==> config.mk <==
export PLATFORM = sky130hd
export DESIGN_NAME = ps2_host_tx_flat
export DESIGN_NICKNAME = d
export VERILOG_FILES = /design/src/rtl/ps2_host_tx_if.sv /design/src/rtl/ps2_host_tx.sv /design/src/flat_wrapper.sv
export SDC_FILE = /design/constraint.sdc
export NUM_CORES = 1
export LEC_CHECK = 0
export CELL_PAD_IN_SITES_DETAIL_PLACEMENT = 2
export CELL_PAD_IN_SITES_GLOBAL_PLACEMENT = 2
export CORE_ASPECT_RATIO = 0.9
export CORE_MARGIN = 2
export CORE_UTILIZATION = 40
export CTS_BUF_LIST = sky130_fd_sc_hd__clkbuf_4 sky130_fd_sc_hd__clkbuf_8
export CTS_CLUSTER_DIAMETER = 30
export DETAILED_ROUTE_END_ITERATION = 16
export PLACE_DENSITY = 0.93
export SLEW_MARGIN = 20
export SYNTH_ARGS = -nofsm -noshare
export SYNTH_HDL_FRONTEND = slang
export SYNTH_SLANG_ARGS = --single-unit
==> constraint.sdc <==
create_clock -name clk -period 5 [get_ports clk]
set_clock_uncertainty 0.2 [all_clocks]
set_input_delay 1.25 -clock clk [delete_from_list [all_inputs] [get_ports clk]]
set_output_delay 1.25 -clock clk [all_outputs]
set_load 0.005 [all_outputs]
==> src/rtl/ps2_host_tx_if.sv <==
// Command-side handshake bundle for the PS/2 host transmitter.
interface ps2_host_tx_if;
  logic [7:0] tx_data;
  logic       tx_valid;
  logic       tx_ready;
  logic       rx_inhibit;
  logic       done;
  logic       ack_ok;
  logic       err_nack;
  logic       err_timeout;

  modport master (
    output tx_data, tx_valid,
    input  tx_ready, rx_inhibit, done, ack_ok, err_nack, err_timeout
  );

  modport slave (
    input  tx_data, tx_valid,
    output tx_ready, rx_inhibit, done, ack_ok, err_nack, err_timeout
  );
endinterface

==> src/rtl/ps2_host_tx.sv <==
// PS/2 host-to-device transmitter: inhibit, request-to-send, device-clocked
// shift of start/data/parity/stop, then ACK sampling on the 11th clock.
module ps2_host_tx #(
  parameter int INHIBIT_CYCLES = 12000,
  parameter int TIMEOUT_CYCLES = 2000000,
  parameter int FILTER_LEN     = 8
) (
  input  logic          clk,
  input  logic          rst,
  ps2_host_tx_if.slave  tx,
  input  logic          kb_clk_in,
  input  logic          kb_data_in,
  output logic          kb_clk_drive_low,
  output logic          kb_data_drive_low
);

  localparam int CNT_MAX = (INHIBIT_CYCLES > TIMEOUT_CYCLES) ? INHIBIT_CYCLES : TIMEOUT_CYCLES;
  localparam int CNT_W   = $clog2(CNT_MAX + 1);
  localparam int FLT_W   = (FILTER_LEN > 1) ? $clog2(FILTER_LEN) : 1;

  localparam logic [CNT_W-1:0] INH_LAST = CNT_W'(INHIBIT_CYCLES - 1);
  // data is pulled low one cycle before the clock is released
  localparam logic [CNT_W-1:0] INH_PRE  = CNT_W'((INHIBIT_CYCLES >= 2) ? INHIBIT_CYCLES - 2 : 0);
  localparam logic [CNT_W-1:0] TMO_VAL  = CNT_W'(TIMEOUT_CYCLES);
  localparam logic [FLT_W-1:0] FLT_LAST = FLT_W'(FILTER_LEN - 1);
  localparam logic             INH_ONE  = (INHIBIT_CYCLES < 2);

  typedef enum logic [2:0] {
    IDLE, INHIBIT, RTS, SHIFT, ACK, WAIT_IDLE
  } state_t;

  // synchroniser + glitch filter
  logic             clk_s1_q, clk_s1_d, clk_s2_q, clk_s2_d;
  logic             dat_s1_q, dat_s1_d, dat_s2_q, dat_s2_d;
  logic             flt_q, flt_d;
  logic [FLT_W-1:0] flt_cnt_q, flt_cnt_d;
  logic             fall;

  // transfer state
  state_t           state_q, state_d;
  logic [CNT_W-1:0] cnt_q, cnt_d, cnt_inc;
  logic             tmo_hit;
  logic [3:0]       bit_cnt_q, bit_cnt_d;
  logic [8:0]       sh_q, sh_d;
  logic             clk_drv_q, clk_drv_d, dat_drv_q, dat_drv_d;
  logic             rdy_q, rdy_d, inh_q, inh_d, done_q, done_d;
  logic             ack_q, ack_d, nack_q, nack_d, tmo_q, tmo_d;

  // filtered kb_clk flips only after FILTER_LEN consecutive samples of the new level
  always_comb begin
    clk_s1_d  = kb_clk_in;
    clk_s2_d  = clk_s1_q;
    dat_s1_d  = kb_data_in;
    dat_s2_d  = dat_s1_q;
    flt_d     = flt_q;
    flt_cnt_d = '0;
    if (clk_s2_q != flt_q) begin
      if (flt_cnt_q == FLT_LAST) flt_d = clk_s2_q;
      else                       flt_cnt_d = flt_cnt_q + 1'b1;
    end
  end

  assign fall = flt_q & ~flt_d;

  // next-state and output computation for the transfer sequencer
  always_comb begin
    state_d   = state_q;
    cnt_d     = cnt_q;
    bit_cnt_d = bit_cnt_q;
    sh_d      = sh_q;
    clk_drv_d = clk_drv_q;
    dat_drv_d = dat_drv_q;
    rdy_d     = rdy_q;
    inh_d     = inh_q;
    done_d    = 1'b0;
    ack_d     = ack_q;
    nack_d    = nack_q;
    tmo_d     = tmo_q;
    cnt_inc   = cnt_q + 1'b1;
    tmo_hit   = (cnt_inc == TMO_VAL);
    case (state_q)
      IDLE: begin
        rdy_d = 1'b1;
        if (tx.tx_valid && rdy_q) begin
          sh_d      = {~^tx.tx_data, tx.tx_data};
          bit_cnt_d = '0;
          ack_d     = 1'b0;
          nack_d    = 1'b0;
          tmo_d     = 1'b0;
          rdy_d     = 1'b0;
          inh_d     = 1'b1;
          clk_drv_d = 1'b1;
          dat_drv_d = INH_ONE;
          cnt_d     = '0;
          state_d   = INHIBIT;
        end
      end
      INHIBIT: begin
        cnt_d = cnt_inc;
        if (cnt_q == INH_LAST) begin
          clk_drv_d = 1'b0;
          cnt_d     = '0;
          state_d   = RTS;
        end else if (cnt_q == INH_PRE) begin
          dat_drv_d = 1'b1;
        end
      end
      RTS, SHIFT, ACK: begin
        if (fall) begin
          cnt_d = '0;
          if (state_q == ACK) begin
            ack_d   = ~dat_s2_q;
            nack_d  = dat_s2_q;
            state_d = WAIT_IDLE;
          end else if (bit_cnt_q == 4'd9) begin
            dat_drv_d = 1'b0;              // stop bit: release data
            bit_cnt_d = 4'd10;
            state_d   = ACK;
          end else begin
            dat_drv_d = ~sh_q[0];
            sh_d      = {1'b0, sh_q[8:1]};
            bit_cnt_d = bit_cnt_q + 1'b1;
            state_d   = SHIFT;
          end
        end else begin
          cnt_d = cnt_inc;
        end
      end
      WAIT_IDLE: begin
        cnt_d = cnt_inc;
        if (flt_q && dat_s2_q) begin
          done_d  = 1'b1;
          inh_d   = 1'b0;
          state_d = IDLE;
        end
      end
      default: state_d = IDLE;
    endcase
    // abort: the device stopped clocking; overrides any in-progress decision
    if (state_q inside {RTS, SHIFT, ACK, WAIT_IDLE} && !fall && !done_d && tmo_hit) begin
      clk_drv_d = 1'b0;
      dat_drv_d = 1'b0;
      ack_d     = 1'b0;
      nack_d    = 1'b0;
      tmo_d     = 1'b1;
      done_d    = 1'b1;
      inh_d     = 1'b0;
      state_d   = IDLE;
    end
  end

  // all state and outputs registered; reset releases both lines immediately
  always_ff @(posedge clk) begin
    if (!rst) begin
      clk_s1_q  <= 1'b1;
      clk_s2_q  <= 1'b1;
      dat_s1_q  <= 1'b1;
      dat_s2_q  <= 1'b1;
      flt_q     <= 1'b1;
      flt_cnt_q <= '0;
      state_q   <= IDLE;
      cnt_q     <= '0;
      bit_cnt_q <= '0;
      sh_q      <= '0;
      clk_drv_q <= 1'b0;
      dat_drv_q <= 1'b0;
      rdy_q     <= 1'b1;
      inh_q     <= 1'b0;
      done_q    <= 1'b0;
      ack_q     <= 1'b0;
      nack_q    <= 1'b0;
      tmo_q     <= 1'b0;
    end else begin
      clk_s1_q  <= clk_s1_d;
      clk_s2_q  <= clk_s2_d;
      dat_s1_q  <= dat_s1_d;
      dat_s2_q  <= dat_s2_d;
      flt_q     <= flt_d;
      flt_cnt_q <= flt_cnt_d;
      state_q   <= state_d;
      cnt_q     <= cnt_d;
      bit_cnt_q <= bit_cnt_d;
      sh_q      <= sh_d;
      clk_drv_q <= clk_drv_d;
      dat_drv_q <= dat_drv_d;
      rdy_q     <= rdy_d;
      inh_q     <= inh_d;
      done_q    <= done_d;
      ack_q     <= ack_d;
      nack_q    <= nack_d;
      tmo_q     <= tmo_d;
    end
  end

  assign kb_clk_drive_low  = clk_drv_q;
  assign kb_data_drive_low = dat_drv_q;
  assign tx.tx_ready       = rdy_q;
  assign tx.rx_inhibit     = inh_q;
  assign tx.done           = done_q;
  assign tx.ack_ok         = ack_q;
  assign tx.err_nack       = nack_q;
  assign tx.err_timeout    = tmo_q;

endmodule

==> src/flat_wrapper.sv <==
// flat-port wrapper written by rule: the top's interface ports become plain ports
module ps2_host_tx_flat 
#(
  parameter int INHIBIT_CYCLES = 12000,
  parameter int TIMEOUT_CYCLES = 2000000,
  parameter int FILTER_LEN     = 8
)
  (clk, rst, kb_clk_in, kb_data_in, kb_clk_drive_low, kb_data_drive_low, tx_tx_data, tx_tx_valid, tx_tx_ready, tx_rx_inhibit, tx_done, tx_ack_ok, tx_err_nack, tx_err_timeout);
  ps2_host_tx_if tx_i ();
  input  logic clk;
  input  logic rst;
  input  logic kb_clk_in;
  input  logic kb_data_in;
  output logic kb_clk_drive_low;
  output logic kb_data_drive_low;
  input wire logic [$bits(tx_i.tx_data)-1:0] tx_tx_data;
  input wire logic [$bits(tx_i.tx_valid)-1:0] tx_tx_valid;
  output wire logic [$bits(tx_i.tx_ready)-1:0] tx_tx_ready;
  output wire logic [$bits(tx_i.rx_inhibit)-1:0] tx_rx_inhibit;
  output wire logic [$bits(tx_i.done)-1:0] tx_done;
  output wire logic [$bits(tx_i.ack_ok)-1:0] tx_ack_ok;
  output wire logic [$bits(tx_i.err_nack)-1:0] tx_err_nack;
  output wire logic [$bits(tx_i.err_timeout)-1:0] tx_err_timeout;
  assign tx_i.tx_data = tx_tx_data;
  assign tx_i.tx_valid = tx_tx_valid;
  assign tx_tx_ready = tx_i.tx_ready;
  assign tx_rx_inhibit = tx_i.rx_inhibit;
  assign tx_done = tx_i.done;
  assign tx_ack_ok = tx_i.ack_ok;
  assign tx_err_nack = tx_i.err_nack;
  assign tx_err_timeout = tx_i.err_timeout;
  ps2_host_tx #(.INHIBIT_CYCLES(INHIBIT_CYCLES), .TIMEOUT_CYCLES(TIMEOUT_CYCLES), .FILTER_LEN(FILTER_LEN)) u_core (.clk(clk), .rst(rst), .tx(tx_i), .kb_clk_in(kb_clk_in), .kb_data_in(kb_data_in), .kb_clk_drive_low(kb_clk_drive_low), .kb_data_drive_low(kb_data_drive_low));
endmodule
# Word level (Yosys, flattened, before mapping)
# Index checks and enable logic that the tools add are counted.
# classes
bitwise	6
n_mul	0
n_mux	47
n_reduce_logical	29
addsub	3
eq_ne	20
shift	0
n_div	0
order_cmp	0
# op_table
op	count
$pmux 21 s4	1
$mux 21	3
$eq 21x14->1 const B	2
$mux 9	4
$add 21x1->21 const B	1
$eq 21x21->1 const B	1
$mux 1	21
$mux 3	6
$pmux 9 s2	1
$mux 4	4
$ne 2x1->1 const B	6
$pmux 3 s4	1
$reduce_and 4->1	3
$reduce_bool 2->1	5
$eq 3x3->1 const B	3
$pmux 1 s2	4
$pmux 4 s2	1
$reduce_bool 4->1	2
$reduce_xnor 8->1	1
$eq 3x2->1 const B	2
$ne 2x2->1 const B	3
$reduce_and 3->1	2
$reduce_and 6->1	1
$reduce_or 3->1	2
15 further kinds	25
# word_totals
n_memories	0
latchBits	0
wordCells	123
out_inout_bits	8
ff_bits	53
ramBits	0
mem_bits_ro	0
in_bits	13

# Depth between registers and ports, before layout
# Gate-level depths: netlist of the first run.
# depth
depth_word	11
depth_mapped	9
ltp_nobuf	8

# Worst setup path before layout of the first run
# OpenSTA, ideal clock, no wires.
# synth_path
path_kind	input -> register
from	input port rst
to	register u_core.sh_q[4]
stages	5
t_required_ns	4.663
path_buffers	3
setup_time_ns	0.137
t_arrival_ns	2.544
path_slack_ns	2.119
cell_sequence	clkdlybuf4s50_2 inv_1 clkbuf_1 clkbuf_1 a211oi_1
# synth_rtl
item	line_no	source
start: declaration	flat_wrapper.sv:11	input logic rst;
end signal: assignment	ps2_host_tx.sv:164	sh_q <= '0;
end signal: assignment	ps2_host_tx.sv:183	sh_q <= sh_d;
end: declaration	ps2_host_tx.sv:44	logic [8:0] sh_q, sh_d;
# No word-level cell between the ends.

# Worst setup path after layout of the first run
# layout_path
from	register u_core.cnt_q[1]
to	register u_core.dat_drv_q (netlist: u_core.kb_data_drive_low)
# layout_via
elab_chain_cells	4
word_cells_on_any_way	9
classes_between	add/sub: 1; eq/ne: 5; reduce/logical: 3
# layout_lines
item	line_no	source
start: declaration	ps2_host_tx.sv:41	logic [CNT_W-1:0] cnt_q, cnt_d, cnt_inc;
start signal: assignment	ps2_host_tx.sv:181	cnt_q <= cnt_d;
$add 21x1->21	ps2_host_tx.sv:79	cnt_inc = cnt_q + 1'b1;
$eq 21x21->1	ps2_host_tx.sv:80	tmo_hit = (cnt_inc == TMO_VAL);
$logic_and 1x1->1	ps2_host_tx.sv:140	if (state_q inside {RTS, SHIFT, ACK, WAIT_IDLE} && !fall && !done_d && tmo_hit) begin
$reduce_or 2->1 (no source line)	-	
end signal: assignment	ps2_host_tx.sv:185	dat_drv_q <= dat_drv_d;
end: declaration	ps2_host_tx.sv:45	logic clk_drv_q, clk_drv_d, dat_drv_q, dat_drv_d;
# Parallel ways exist; a longest one is shown, timed or not.
# A chain may end at the register's enable or synchronous reset.

==> results of run 1 <==
metal layers:
metal  wire, um  share of wire  up-vias  global-route usage
met5          0              0        -                   0
met1       4610           0.45     1411               0.335
li1           -              -     1315                   -
met3        337          0.033       23              0.0485
met4        240          0.023        0              0.0935
met2       5040           0.49       62               0.442
flip-flops by register name, indices dropped and copies added, names as in the netlist:
name                      cells
u_core.flt_cnt_q              3
u_core.cnt_q                 21
u_core.flt_q                  1
u_core.tx.err_nack            1
u_core.kb_clk_drive_low       1
u_core.dat_s2_q               1
u_core.tx.err_timeout         1
u_core.kb_data_drive_low      1
u_core.tx.ack_ok              1
u_core.sh_q                   9
u_core.clk_s2_q               1
u_core.clk_s1_q               1
u_core.dat_s1_q               1
u_core.tx.done                1
u_core.state_q                3
u_core.tx.tx_ready            1
u_core.tx.rx_inhibit          1
u_core.bit_cnt_q              4
stage by stage:
stage	utilization	std cells
floorplan	-	359
global placement	0.436	453
detailed placement	0.436	453
CTS	0.450	460
global route	0.451	460
finish	0.451	460
report_power, final:
group	switching (mW)	internal, mW	leakage, nW
registers	0.0162	0.437	0.431
clock network	0.153	0.146	0.0540
logic	0.0658	0.0471	0.800
total	0.235	0.630	1.29
kinds of logic after synthesis:
group	after synthesis
compound gates	83
fa+ha+maj	7
flops	53
buf+inv	33
mux	16
xor+xnor	14
simple gates	153
cells in the final DEF (no fill, tap or decap), drive strengths merged, types with 11 or more instances in the layout:
cell type / instances
a21oi: 17
a31oi: 12
clkdlybuf4s50: 20
dfxtp: 53
mux2i: 15
nand2: 23
nand2b: 14
nand3: 13
nor2: 43
o21ai: 11
xnor2: 12
worst max-delay path, cell delays in order, from the launching register on:
cell                       delay, ns
sky130_fd_sc_hd__dfxtp_1        0.56
sky130_fd_sc_hd__ha_1           0.46
sky130_fd_sc_hd__inv_1          0.25
sky130_fd_sc_hd__or4_4          0.63
sky130_fd_sc_hd__nor3_2         0.25
sky130_fd_sc_hd__o221ai_2       0.19
sky130_fd_sc_hd__o41ai_4        0.68
sky130_fd_sc_hd__nor2_1         0.14
cell usage after synthesis, types with 5 or more instances:
library cell                n  area (um2)
sky130_fd_sc_hd__xnor2_1   12         105
sky130_fd_sc_hd__a211oi_1   8        60.1
sky130_fd_sc_hd__nand3_1   13        65.1
sky130_fd_sc_hd__a31oi_1   12        75.1
sky130_fd_sc_hd__nor4_1     5        31.3
sky130_fd_sc_hd__clkbuf_1  10        37.5
sky130_fd_sc_hd__inv_1      8        30.0
sky130_fd_sc_hd__o21ai_0   11        55.1
sky130_fd_sc_hd__nand2b_1  13        81.3
sky130_fd_sc_hd__ha_1       7        87.6
sky130_fd_sc_hd__buf_4      5        37.5
sky130_fd_sc_hd__mux2i_1   15         150
sky130_fd_sc_hd__o21a_1     6        45.0
sky130_fd_sc_hd__nor2_1    43         161
sky130_fd_sc_hd__a21oi_1   17        85.1
sky130_fd_sc_hd__nand2_1   23        86.3
sky130_fd_sc_hd__dfxtp_1   53        1060
sky130_fd_sc_hd__and3_1     7        43.8
sky130_fd_sc_hd__nor3_1     9        45.0
worst min path at each step:
stage | startpoint | to | cells after the start
floorplan | u_core.clk_s1_q$_SDFF_PN1_ | u_core.clk_s2_q$_SDFF_PN1_ | 1
global placement | u_core.dat_s1_q$_SDFF_PN1_ | u_core.dat_s2_q$_SDFF_PN1_ | 1
detailed placement | u_core.dat_s1_q$_SDFF_PN1_ | u_core.dat_s2_q$_SDFF_PN1_ | 1
CTS | u_core.dat_s1_q$_SDFF_PN1_ | u_core.dat_s2_q$_SDFF_PN1_ | 1
global route | u_core.bit_cnt_q[2]$_SDFFE_PN0P_ | u_core.bit_cnt_q[2]$_SDFFE_PN0P_ | 2
finish | u_core.bit_cnt_q[2]$_SDFFE_PN0P_ | u_core.bit_cnt_q[2]$_SDFFE_PN0P_ | 2
layout make-up:
cell class	instances	share of cell area
multi-input combinational	273	0.546
sequential	53	0.313
timing repair buffer	23	0.0658
tap	96	0.0355
clock buffer	5	0.0203
clock inverter	2	0.0103
inverter	8	0.00887
==> tab_implementation.tex, run 1 <==
\begin{tabular}{lr}
\hline
Metric & Value \\
\hline
\multicolumn{2}{l}{\textbf{Outcome}} \\
\quad Run status & finished, final reports clean \\
\multicolumn{2}{l}{\textbf{STA}} \\
\quad Final worst slack & roughly 1.5 ns \\
\quad Hold Violations, Final & 0 \\
\quad Worst hold margin & 0.302 ns \\
\quad Final Cycle Share & 0.701 \\
\quad Relative slew margins & 0.392 \\
\quad Total of endpoints with negative setup slack in the final report & 0 \\
\quad Setup TNS & 0 ns \\
\quad Max Fclk & $\sim$290 MHz \\
\quad Actual slew at the worst max-slew pin & slightly above 0.9 ns \\
\quad Min cycle time layout & approximately 3.5 ns \\
\quad Count of pins over their slew limit & 0 \\
\quad Unrepaired setup endpoints after global routing & no \\
\multicolumn{2}{l}{\textbf{Logic synthesis}} \\
\quad Synthesized-area fraction occupied by ao, oa, aoi and oai cells & 0.195 \\
\quad Sequential fraction of the synthesis area & 0.345 \\
\quad Number of distinct standard cells referenced by the synthesized netlist & 74 \\
\quad Largest family of logic cells by synthesized area & simple AND/OR/NAND/NOR gates \\
\quad Mapped Area & about 3100 um2 \\
\quad Post-synthesis average cell area & roughly 8.6 um2 \\
\quad Share of synthesized area spent on multiplexers & 0.0525 \\
\quad Proportion of register bits with asynchronous set or reset after synthesis & 0 \\
\quad Synth Warn \# & 0 \\
\quad Post-synthesis share of cell area spent on xor and xnor gates & 0.0399 \\
\quad Area share of and/or/nand/nor cells after synthesis & 0.283 \\
\quad Net count after synthesis & between 300 and 400 \\
\quad Prevailing post-synth register cell & sky130\_fd\_sc\_hd\_\_dfxtp\_1 \\
\quad Synthesized flop and latch total & between 50 and 60 \\
\quad Share of synthesized cell area in full adder, half adder and majority cells & 0.0285 \\
\quad Cell count after synthesis & roughly 360 \\
\quad Post-synth EDFFs & 0 \\
\multicolumn{2}{l}{\textbf{Clock tree}} \\
\quad Hold bufs inserted after CTS & 0 \\
\quad Clock buffers created by TritonCTS & 5 \\
\quad TritonCTS clock tree & built \\
\quad Clock transition at path regs & 0.10 ns \\
\quad Sink Count & 53 \\
\quad Bufs on Longest Clock Path & 2 \\
\quad Clock latency on the worst-skew pair & $\sim$0.32 ns \\
\quad H-tree depth & 2 \\
\quad Cts repair resizes & 0 \\
\quad Setup repair bufs after CTS & 0 \\
\quad Clock root buffer & sky130\_fd\_sc\_hd\_\_clkbuf\_8 \\
\multicolumn{2}{l}{\textbf{Floorplan}} \\
\quad Die height & 87.2 um \\
\quad Total I/O pin count & 21 \\
\quad Number of core rows & 30 \\
\quad Die area & 8400 um2 \\
\quad CORE AREA & 7510 um2 \\
\quad Die Width & a little under 100 um \\
\quad Effective utilization at floorplan & 0.409 \\
\multicolumn{2}{l}{\textbf{Finish}} \\
\quad Filler instances & between 800 and 900 \\
\quad Layout overhead on the synthesized area & 10.2\% \\
\quad Diodes inserted & 0 \\
\quad Post-layout instance area & 3390 um2 \\
\quad Total area of sequential cells & about 1100 um2 \\
\quad Share of post-route cells with drive strength above 1 & 0.0797 \\
\quad Number of nets in the finished design & about 380 \\
\quad Area occupied by multi-input gates & between 1500 and 2000 um2 \\
\multicolumn{2}{l}{\textbf{Worst setup path}} \\
\quad Critical Path End Type & flop \\
\quad Beginning of the worst register-to-register path & u\_core.cnt\_q[1]\$\_SDFFE\_PN0P\_ \\
\quad Launching element type of the critical path & flop \\
\quad Endpoint of the worst register-to-register path & u\_core.kb\_data\_drive\_low\$\_SDFFE\_PP0P\_ \\
\quad Register-to-register path setup slack & 1.50 ns \\
\quad Crit path required time & roughly 5.0 ns \\
\quad Termination of the worst setup path & u\_core.kb\_data\_drive\_low\$\_SDFFE\_PP0P\_ \\
\quad Category of the critical setup timing path & flop to flop \\
\quad Cell depth of the worst flop-to-flop path & 7 \\
\quad Max FO, Critical Path & 9 \\
\quad WP data arrival & $\sim$3.5 ns \\
\quad Beginning of the critical path & u\_core.cnt\_q[1]\$\_SDFFE\_PN0P\_ \\
\multicolumn{2}{l}{\textbf{Global route}} \\
\quad Overflow left after global routing & 0 \\
\quad Via count of the first global-routing pass & 3038 \\
\quad Initial antenna violation count & 0 \\
\quad GRT Total Usage & 0.262 \\
\quad First-pass GRT wire length & roughly 17 mm \\
\quad Maximum number of pins on one net before global-route repair & 26 \\
\multicolumn{2}{l}{\textbf{Power and ir drop}} \\
\quad Total Power Consumption & 0.865 mW \\
\quad Static Leakage & approximately 1.3 nW \\
\quad Power Dens Cells & roughly 260 nW/um2 \\
\quad Worst IR Drop VDD & about 0.11 mV \\
\multicolumn{2}{l}{\textbf{Placed design}} \\
\quad Worst setup slack before clock tree synthesis & about 1.3 ns \\
\quad Final weighted congestion of routability-driven global placement & around 0.86 \\
\quad HPWL reported at the end of detailed placement & 7.51 mm \\
\quad Buffers added on ports & 20 \\
\quad Placement Cell Area & roughly 3300 um2 \\
\multicolumn{2}{l}{\textbf{Route}} \\
\quad Post-DRT Antenna Nets & 0 \\
\quad Detailed Route Iter0 Violations & 154 \\
\quad Mean routed wirelength per cell & 22.2 um \\
\quad Final wirelength & 10.2 mm \\
\quad Via total after detailed routing & around 2800 \\
\quad DRC Markers & 0 \\
\quad First-pass detailed-route iteration total & 4 \\
\quad Mean number of vias per cell & 6.11 \\
\multicolumn{2}{l}{\textbf{Flow run}} \\
\quad Count of max-cap constraint violations & 0 \\
\multicolumn{2}{l}{\textbf{Hold path}} \\
\quad Worst Hold Class & flop to flop \\
\hline
\end{tabular}
(Power assumes the default switching activity.)
==> run 2: changes to the inputs <==
--- a/config.mk
+++ b/config.mk
@@ -9,11 +9,11 @@
 export CELL_PAD_IN_SITES_GLOBAL_PLACEMENT = 2
 export CORE_ASPECT_RATIO = 0.9
 export CORE_MARGIN = 2
-export CORE_UTILIZATION = 40
+export CORE_UTILIZATION = 38
 export CTS_BUF_LIST = sky130_fd_sc_hd__clkbuf_4 sky130_fd_sc_hd__clkbuf_8
 export CTS_CLUSTER_DIAMETER = 30
 export DETAILED_ROUTE_END_ITERATION = 16
-export PLACE_DENSITY = 0.93
+export PLACE_DENSITY = 0.9
 export SLEW_MARGIN = 20
 export SYNTH_ARGS = -nofsm -noshare
 export SYNTH_HDL_FRONTEND = slang
==> constraint.sdc (replaced) <==
create_clock -name clk -period 3.38 [get_ports clk]
set_clock_uncertainty 0.2 [all_clocks]
set_input_delay 0.845 -clock clk [delete_from_list [all_inputs] [get_ports clk]]
set_output_delay 0.845 -clock clk [all_outputs]
set_load 0.005 [all_outputs]
==> run 2 against run 1 <==
Effect of this change: die area increased by 5.0%; sequential cell count unchanged; worst hold slack got worse by 0.066 ns; non-clock buffer count increased by 6; clock power increased by 35%; cell area increased by 1.0%; global-route usage decreased by 1.9 points; count of clock-buffer cells in the layout unchanged; first-iteration DRC count decreased by 31%; via count decreased by 1.2%; worst setup slack got worse by 1.3 ns; largest power group unchanged.
==> tab_implementation.tex, run 2 (synthesis gave the netlist of run 1 again) <==
\begin{tabular}{lr}
\hline
Metric & Value \\
\hline
\multicolumn{2}{l}{\textbf{Power and ir drop}} \\
\quad Power Dens Cells & 363 nW/um2 (+42\%) \\
\quad Cell internal pwr & 0.875 mW (+39\%) \\
\quad Power share of the combinational group & 0.134 (+0.004) \\
\quad Worst IR Drop VDD & 0.184 mV (+71\%) \\
\quad Net Switching & 0.367 mW (+56\%) \\
\quad Net switching share of the total power & 0.295 (+0.0240) \\
\quad Power share of the sequential group & 0.541 (+0.017) \\
\quad Static Leakage & 1.31 nW (+2.1\%) \\
\quad Clock network power share & 0.325 (-0.020) \\
\multicolumn{2}{l}{\textbf{Route}} \\
\quad Mean number of vias per cell & 5.91 (-3.3\%) \\
\quad Final wirelength & 10.4 mm (+1.3\%) \\
\quad First-pass detailed-route iteration total & 4 (unchanged) \\
\quad Via total after detailed routing & 2776 (-1.2\%) \\
\quad DRC Markers & 0 (unchanged) \\
\quad Detailed Route Iter0 Violations & 106 (-31\%) \\
\quad Post-DRT Antenna Nets & 0 (unchanged) \\
\quad Mean routed wirelength per cell & 22.0 um (-0.86\%) \\
\multicolumn{2}{l}{\textbf{Finish}} \\
\quad Diodes inserted & 0 (unchanged) \\
\quad Layout overhead on the synthesized area & 11.3\% \\
\quad Registers with the most flip-flops & u\_core.cnt\_q x21, u\_core.sh\_q x9, u\_core.bit\_cnt\_q x4 \\
\quad Most frequent cells in the layout & sky130\_fd\_sc\_hd\_\_dfxtp\_1 (53), sky130\_fd\_sc\_hd\_\_nor2\_1 (43), sky130\_fd\_sc\_hd\_\_nand2\_1 (23) \\
\quad Post-layout instance area & 3420 um2 (+1.0\%) \\
\quad Most frequent standard cell in the layout excluding fill and tap cells & sky130\_fd\_sc\_hd\_\_dfxtp\_1 \\
\quad Share of post-route cells with drive strength above 1 & 0.0970 (+0.0174) \\
\quad Total area of sequential cells & 1060 um2 (unchanged) \\
\quad Largest reg by FF count & u\_core.cnt\_q \\
\quad Number of nets in the finished design & 390 (+1.6\%) \\
\quad Largest register FFs & 21 (unchanged) \\
\quad Filler instances & 886 (+5.9\%) \\
\quad Post-Layout Cell Count & 470 (+2.2\%) \\
\quad Area occupied by multi-input gates & 1840 um2 (-0.41\%) \\
\multicolumn{2}{l}{\textbf{Worst setup path}} \\
\quad Max FO, Critical Path & 9 (unchanged) \\
\quad Endpoint of the worst register-to-register path & u\_core.state\_q[0]\$\_SDFFE\_PP0P\_ \\
\quad Crit path required time & 3.42 ns (-1.56 ns) \\
\quad Launching element type of the critical path & flop \\
\quad WP data arrival & 3.20 ns (-0.29 ns) \\
\quad Register-to-register path setup slack & 0.22 ns (-1.28 ns) \\
\quad Category of the critical setup timing path & flop to flop \\
\quad Beginning of the worst register-to-register path & u\_core.cnt\_q[0]\$\_SDFFE\_PN0P\_ \\
\quad Cell depth of the worst flop-to-flop path & 8 (+1) \\
\quad Critical Path End Type & flop \\
\multicolumn{2}{l}{\textbf{Global route}} \\
\quad GRT Total Usage & 0.244 (-0.0188) \\
\quad Maximum number of pins on one net before global-route repair & 22 (-15\%) \\
\quad Via count of the first global-routing pass & 3062 (+0.79\%) \\
\quad First-pass GRT wire length & 16.5 mm (about the same) \\
\quad Overflow left after global routing & 0 (unchanged) \\
\quad Initial antenna violation count & 0 (unchanged) \\
\multicolumn{2}{l}{\textbf{Clock tree}} \\
\quad Clock transition at path regs & 0.11 ns (about the same) \\
\quad Clock latency on the worst-skew pair & 0.33 ns (about the same) \\
\quad Clock root buffer & sky130\_fd\_sc\_hd\_\_clkbuf\_8 \\
\quad TritonCTS clock tree & built \\
\quad Clock buffers created by TritonCTS & 5 (unchanged) \\
\quad H-tree depth & 2 (unchanged) \\
\quad Bufs on Longest Clock Path & 2 (unchanged) \\
\quad Sink Count & 53 (unchanged) \\
\multicolumn{2}{l}{\textbf{Outcome}} \\
\quad Run status & finished, final reports clean \\
\multicolumn{2}{l}{\textbf{STA}} \\
\quad Min cycle time layout & 3.16 ns (-0.341 ns) \\
\quad Max Fclk & 316 MHz (+11\%) \\
\quad Total of endpoints with negative setup slack in the final report & 0 (unchanged) \\
\quad Setup TNS & 0 ns (unchanged) \\
\quad Count of pins over their slew limit & 0 (unchanged) \\
\quad Actual slew at the worst max-slew pin & 0.646 ns (-0.266 ns) \\
\quad Unrepaired setup endpoints after global routing & no \\
\quad Final worst slack & 0.216 ns (-1.28 ns) \\
\quad Final Cycle Share & 0.936 (+0.235) \\
\quad Relative slew margins & 0.568 (+0.176) \\
\quad Hold Violations, Final & 0 (unchanged) \\
\multicolumn{2}{l}{\textbf{Floorplan}} \\
\quad Die height & 89.3 um (+2.5\%) \\
\quad Effective utilization at floorplan & 0.386 (-0.0229) \\
\quad CORE AREA & 7950 um2 (+5.9\%) \\
\quad Number of core rows & 31 (+3.3\%) \\
\quad Die area & 8820 um2 (+5.0\%) \\
\quad Die Width & 98.8 um (+2.5\%) \\
\quad Total I/O pin count & 21 (unchanged) \\
\multicolumn{2}{l}{\textbf{Hold path}} \\
\quad Worst Hold Class & flop to flop \\
\quad Hold Path Sink & u\_core.dat\_s2\_q\$\_SDFF\_PN1\_ \\
\quad Hold wc startpoint & u\_core.dat\_s1\_q\$\_SDFF\_PN1\_ \\
\quad Count of cells along the worst hold path & 1 (-1) \\
\multicolumn{2}{l}{\textbf{Placed design}} \\
\quad Placement Cell Area & 3320 um2 (+1.3\%) \\
\quad HPWL reported at the end of detailed placement & 7.47 mm (-0.56\%) \\
\quad Placed Instances & 461 (+1.8\%) \\
\quad Final weighted congestion of routability-driven global placement & 0.841 (-2.0\%) \\
\quad Worst setup slack before clock tree synthesis & 0.0894 ns (-1.20 ns) \\
\quad Buffers added on ports & 20 (unchanged) \\
\multicolumn{2}{l}{\textbf{Flow run}} \\
\quad Count of max-cap constraint violations & 0 (unchanged) \\
\hline
\end{tabular}
run 2: through the flow:
| stage | power (mW) | hold slack (ns) | utilization |
|---|---|---|---|
| 2_1_floorplan | 0.782 | 0.186 | - |
| 3_3_place_gp | 0.835 | 0.195 | 0.417 |
| 3_5_place_dp | 0.850 | 0.210 | 0.417 |
| 4_1_cts | 1.26 | 0.250 | 0.429 |
| 5_1_grt | 1.29 | 0.262 | 0.430 |
| 6_report | 1.24 | 0.236 | 0.430 |
run 2: power groups by stage:
stage,combinational [mW],clock [mW],sequential (mW)
finish,0.167,0.404,0.672
floorplan,0.108,0,0.674
CTS,0.167,0.418,0.671
global route,0.184,0.437,0.674
detailed placement,0.165,0,0.685
global placement,0.153,0,0.681
run 2: critical path: stages (launching register included):
cell	delay, ns
sky130_fd_sc_hd__dfxtp_1	0.51
sky130_fd_sc_hd__ha_1	0.45
sky130_fd_sc_hd__inv_1	0.26
sky130_fd_sc_hd__or4_4	0.62
sky130_fd_sc_hd__o21a_1	0.23
sky130_fd_sc_hd__o221ai_2	0.25
sky130_fd_sc_hd__o41ai_4	0.09
sky130_fd_sc_hd__buf_4	0.19
sky130_fd_sc_hd__nor4b_1	0.27
run 2: metal layers:
metal | global-route usage | routed length [um] | share of wire | vias up
met5 | 0 | 0 | 0 | -
met4 | 0.0809 | 175 | 0.017 | 0
met3 | 0.0344 | 390 | 0.038 | 11
met2 | 0.444 | 5240 | 0.51 | 43
met1 | 0.299 | 4550 | 0.44 | 1392
li1 | - | - | - | 1330
run 2: area by class of cell:
cell class | count | share of cell area
Inverter | 8 | 0.00878
Sequential cell | 53 | 0.310
Clock buffer | 5 | 0.0201
Multi-Input combinational cell | 273 | 0.538
Tap cell | 99 | 0.0362
Clock inverter | 3 | 0.00841
Timing Repair Buffer | 29 | 0.0783
run 2: repair_timing:
action	in CTS	in global routing
hold buffers	0	0
resized for setup	0	0
endpoints found under the setup margin	0	8
setup buffers	0	1
hold endpoints to repair	0	0
run 2: worst max path at each step:
stage                                 start                                 to  slack (ns)
6_report       u_core.cnt_q[0]$_SDFFE_PN0P_     u_core.state_q[0]$_SDFFE_PP0P_        0.22
3_5_place_dp   u_core.cnt_q[0]$_SDFFE_PN0P_  u_core.tx.rx_inhibit$_SDFFE_PP0P_        0.09
5_1_grt        u_core.cnt_q[0]$_SDFFE_PN0P_     u_core.state_q[0]$_SDFFE_PP0P_        0.04
3_3_place_gp   u_core.cnt_q[0]$_SDFFE_PN0P_  u_core.tx.rx_inhibit$_SDFFE_PP0P_        0.39
4_1_cts        u_core.cnt_q[0]$_SDFFE_PN0P_    u_core.tx.err_nack$_SDFFE_PP0P_        0.05
2_1_floorplan  u_core.cnt_q[0]$_SDFFE_PN0P_  u_core.tx.rx_inhibit$_SDFFE_PP0P_        0.76
==> run 3: changes to the inputs <==
--- a/config.mk
+++ b/config.mk
@@ -13,7 +13,7 @@
 export CTS_BUF_LIST = sky130_fd_sc_hd__clkbuf_4 sky130_fd_sc_hd__clkbuf_8
 export CTS_CLUSTER_DIAMETER = 30
 export DETAILED_ROUTE_END_ITERATION = 16
-export PLACE_DENSITY = 0.9
+export PLACE_DENSITY = 0.93
 export SLEW_MARGIN = 20
 export SYNTH_ARGS = -nofsm -noshare
 export SYNTH_HDL_FRONTEND = slang
==> constraint.sdc (replaced) <==
create_clock -name clk -period 3.38 [get_ports clk]
set_clock_uncertainty 0.2 [all_clocks]
set_input_delay 1.014 -clock clk [delete_from_list [all_inputs] [get_ports clk]]
set_output_delay 1.014 -clock clk [all_outputs]
set_load 0.005 [all_outputs]
==> run 3 against run 2 <==
Effect of this change: count of clock-buffer cells in the layout did not move; sequential power fell by 0.9%; cell area rose by 0.48%; cell count rose by 0.21%; register-to-register slack got worse by 0.08 ns; largest power group unchanged; highest routed layer unchanged.
==> tab_implementation.tex, run 3 (synthesis gave the netlist of run 1 again) <==
\begin{tabular}{lr}
\hline
Metric & Value \\
\hline
\multicolumn{2}{l}{\textbf{Outcome}} \\
\quad Run status & finished, final reports clean \\
\multicolumn{2}{l}{\textbf{Clock tree}} \\
\quad Clock latency on the worst-skew pair & 0.32 ns (about the same) \\
\quad Clock root buffer & sky130\_fd\_sc\_hd\_\_clkbuf\_8 \\
\quad Sink Count & 53 (unchanged) \\
\quad Clock transition at path regs & 0.12 ns (about the same) \\
\quad Bufs on Longest Clock Path & 2 (unchanged) \\
\quad H-tree depth & 2 (unchanged) \\
\quad Hold bufs inserted after CTS & 0 (unchanged) \\
\quad Clock buffers created by TritonCTS & 5 (unchanged) \\
\quad TritonCTS clock tree & built \\
\multicolumn{2}{l}{\textbf{STA}} \\
\quad Hold Violations, Final & 0 (unchanged) \\
\quad Unrepaired setup endpoints after global routing & no \\
\quad Count of pins over their slew limit & 0 (unchanged) \\
\quad Final worst slack & 0.133 ns (-0.0830 ns) \\
\quad Min cycle time layout & 3.25 ns (+0.0830 ns) \\
\quad Final Cycle Share & 0.961 (+0.0246) \\
\quad Total of endpoints with negative setup slack in the final report & 0 (unchanged) \\
\quad Max Fclk & 308 MHz (-2.6\%) \\
\quad Relative slew margins & 0.370 (-0.198) \\
\quad Actual slew at the worst max-slew pin & 0.922 ns (+0.276 ns) \\
\quad Setup TNS & 0 ns (unchanged) \\
\multicolumn{2}{l}{\textbf{Power and ir drop}} \\
\quad Static Leakage & 1.32 nW (+0.27\%) \\
\quad Power Dens Cells & 362 nW/um2 (-0.34\%) \\
\quad Worst IR Drop VDD & 0.191 mV (+3.9\%) \\
\multicolumn{2}{l}{\textbf{Route}} \\
\quad Via total after detailed routing & 2804 (+1.0\%) \\
\quad First-pass detailed-route iteration total & 4 (unchanged) \\
\quad Mean routed wirelength per cell & 21.4 um (-3.0\%) \\
\quad Detailed Route Iter0 Violations & 107 (+0.94\%) \\
\quad Final wirelength & 10.1 mm (-2.8\%) \\
\quad Mean number of vias per cell & 5.95 (+0.79\%) \\
\quad DRC Markers & 0 (unchanged) \\
\quad Post-DRT Antenna Nets & 0 (unchanged) \\
\multicolumn{2}{l}{\textbf{Worst setup path}} \\
\quad Category of the critical setup timing path & flop to flop \\
\quad Max FO, Critical Path & 6 (-3) \\
\quad Register-to-register path setup slack & 0.13 ns (-0.08 ns) \\
\quad Cell depth of the worst flop-to-flop path & 8 (unchanged) \\
\quad Beginning of the worst register-to-register path & u\_core.flt\_cnt\_q[0]\$\_SDFF\_PP0\_ \\
\quad Crit path required time & 3.44 ns (+0.02 ns) \\
\quad WP data arrival & 3.31 ns (+0.11 ns) \\
\quad Endpoint of the worst register-to-register path & u\_core.tx.err\_timeout\$\_SDFFE\_PN0P\_ \\
\quad Beginning of the critical path & u\_core.flt\_cnt\_q[0]\$\_SDFF\_PP0\_ \\
\quad Critical Path End Type & flop \\
\quad Termination of the worst setup path & u\_core.tx.err\_timeout\$\_SDFFE\_PN0P\_ \\
\quad Launching element type of the critical path & flop \\
\multicolumn{2}{l}{\textbf{Floorplan}} \\
\quad Total I/O pin count & 21 (unchanged) \\
\quad Die Width & 98.8 um (unchanged) \\
\quad Die area & 8820 um2 (unchanged) \\
\quad Number of core rows & 31 (unchanged) \\
\quad Effective utilization at floorplan & 0.386 (unchanged) \\
\quad Die height & 89.3 um (unchanged) \\
\quad CORE AREA & 7950 um2 (unchanged) \\
\multicolumn{2}{l}{\textbf{Global route}} \\
\quad Busiest layer in global routing & met2 \\
\quad Initial antenna violation count & 0 (unchanged) \\
\quad Via count of the first global-routing pass & 3013 (-1.6\%) \\
\quad First-pass GRT wire length & 16.2 mm (-1.5\%) \\
\quad Global routing usage on met3 & 0.0344 (unchanged) \\
\quad Maximum number of pins on one net before global-route repair & 26 (+18\%) \\
\quad GRT Total Usage & 0.235 (-0.00808) \\
\quad Overflow left after global routing & 0 (unchanged) \\
\quad Global Route met1 Usage & 0.295 (-0.00427) \\
\quad Met2 track utilization from global routing & 0.434 (-0.00983) \\
\multicolumn{2}{l}{\textbf{Placed design}} \\
\quad HPWL reported at the end of detailed placement & 7.41 mm (-0.75\%) \\
\quad Final weighted congestion of routability-driven global placement & 0.862 (+2.4\%) \\
\quad Buffers added on ports & 20 (unchanged) \\
\quad Worst setup slack before clock tree synthesis & 0.00985 ns (-0.0796 ns) \\
\multicolumn{2}{l}{\textbf{Finish}} \\
\quad Number of nets in the finished design & 391 (+0.26\%) \\
\quad Total area of sequential cells & 1060 um2 (unchanged) \\
\quad Area occupied by multi-input gates & 1850 um2 (+0.48\%) \\
\quad Largest reg by FF count & u\_core.cnt\_q \\
\quad Most frequent cells in the layout & sky130\_fd\_sc\_hd\_\_dfxtp\_1 (53), sky130\_fd\_sc\_hd\_\_nor2\_1 (43), sky130\_fd\_sc\_hd\_\_nand2\_1 (23) \\
\quad Share of post-route cells with drive strength above 1 & 0.105 (+0.00780) \\
\quad Filler instances & 888 (+0.23\%) \\
\quad Diodes inserted & 0 (unchanged) \\
\quad Most frequent standard cell in the layout excluding fill and tap cells & sky130\_fd\_sc\_hd\_\_dfxtp\_1 \\
\quad Largest register FFs & 21 (unchanged) \\
\quad Layout overhead on the synthesized area & 11.8\% \\
\quad Registers with the most flip-flops & u\_core.cnt\_q x21, u\_core.sh\_q x9, u\_core.bit\_cnt\_q x4 \\
\multicolumn{2}{l}{\textbf{Hold path}} \\
\quad Hold wc startpoint & u\_core.clk\_s1\_q\$\_SDFF\_PN1\_ \\
\quad Worst Hold Class & flop to flop \\
\multicolumn{2}{l}{\textbf{Flow run}} \\
\quad Count of max-cap constraint violations & 0 (unchanged) \\
\hline
\end{tabular}
-- run 3: cell count changes in the layout (fill, tap and decap cells not counted), sizes merged --
cell	before	now
buf	9	10
-- run 3: area by class of cell --
| class | count | area share |
|---|---|---|
| repair buffers | 30 | 0.0801 |
| flip-flops and latches | 53 | 0.309 |
| multi-input cells | 273 | 0.538 |
| inverters | 8 | 0.00874 |
| well taps | 99 | 0.0360 |
| clock buffers | 5 | 0.0200 |
| clock inverters | 3 | 0.00837 |
-- run 3: how the worst min path moves through the flow --
stage                                      end  slack, ns  cells past startpoint
CTS                 u_core.clk_s2_q$_SDFF_PN1_       0.24                      1
detailed placement  u_core.clk_s2_q$_SDFF_PN1_       0.21                      1
global route        u_core.clk_s2_q$_SDFF_PN1_       0.25                      1
floorplan           u_core.clk_s2_q$_SDFF_PN1_       0.19                      1
global placement    u_core.dat_s2_q$_SDFF_PN1_       0.19                      1
finish              u_core.clk_s2_q$_SDFF_PN1_       0.23                      1
-- run 3: metrics by stage --
step,util,hold WS [ns],cell area (um2),cells,power (mW)
global route,0.432,0.252,3440,471,1.29
floorplan,-,0.186,3070,359,0.782
global placement,0.419,0.191,3330,463,0.835
detailed placement,0.419,0.213,3330,463,0.850
CTS,0.432,0.241,3430,471,1.25
finish,0.432,0.231,3440,471,1.24
-- run 3: power by group --
part	switching (mW)	total (mW)	internal, mW
clock	0.250	0.406	0.156
sequential	0.0189	0.666	0.647
combinational	0.0983	0.172	0.0738
-- run 3: timing repair --
item | in CTS | in global routing
gates resized for setup | 1 | 1
buffers inserted | 0 | 0
setup endpoints to repair | 2 | 10
pin swaps | 0 | 0
-- run 3: routing by layer --
metal	routed length, um	up-vias
met3	263	14
li1	-	1329
met1	4640	1418
met5	0	-
met4	119	0
met2	5040	43
-- run 3: critical path, stage by stage (launching register included) --
cell                        delay (ns)
sky130_fd_sc_hd__dfxtp_1          0.34
sky130_fd_sc_hd__ha_1             0.20
sky130_fd_sc_hd__ha_1             0.24
sky130_fd_sc_hd__and3b_1          0.28
sky130_fd_sc_hd__a2111oi_0        0.76
sky130_fd_sc_hd__o2111ai_1        0.39
sky130_fd_sc_hd__nor4_2           0.42
sky130_fd_sc_hd__buf_4            0.19
sky130_fd_sc_hd__o21a_1           0.16
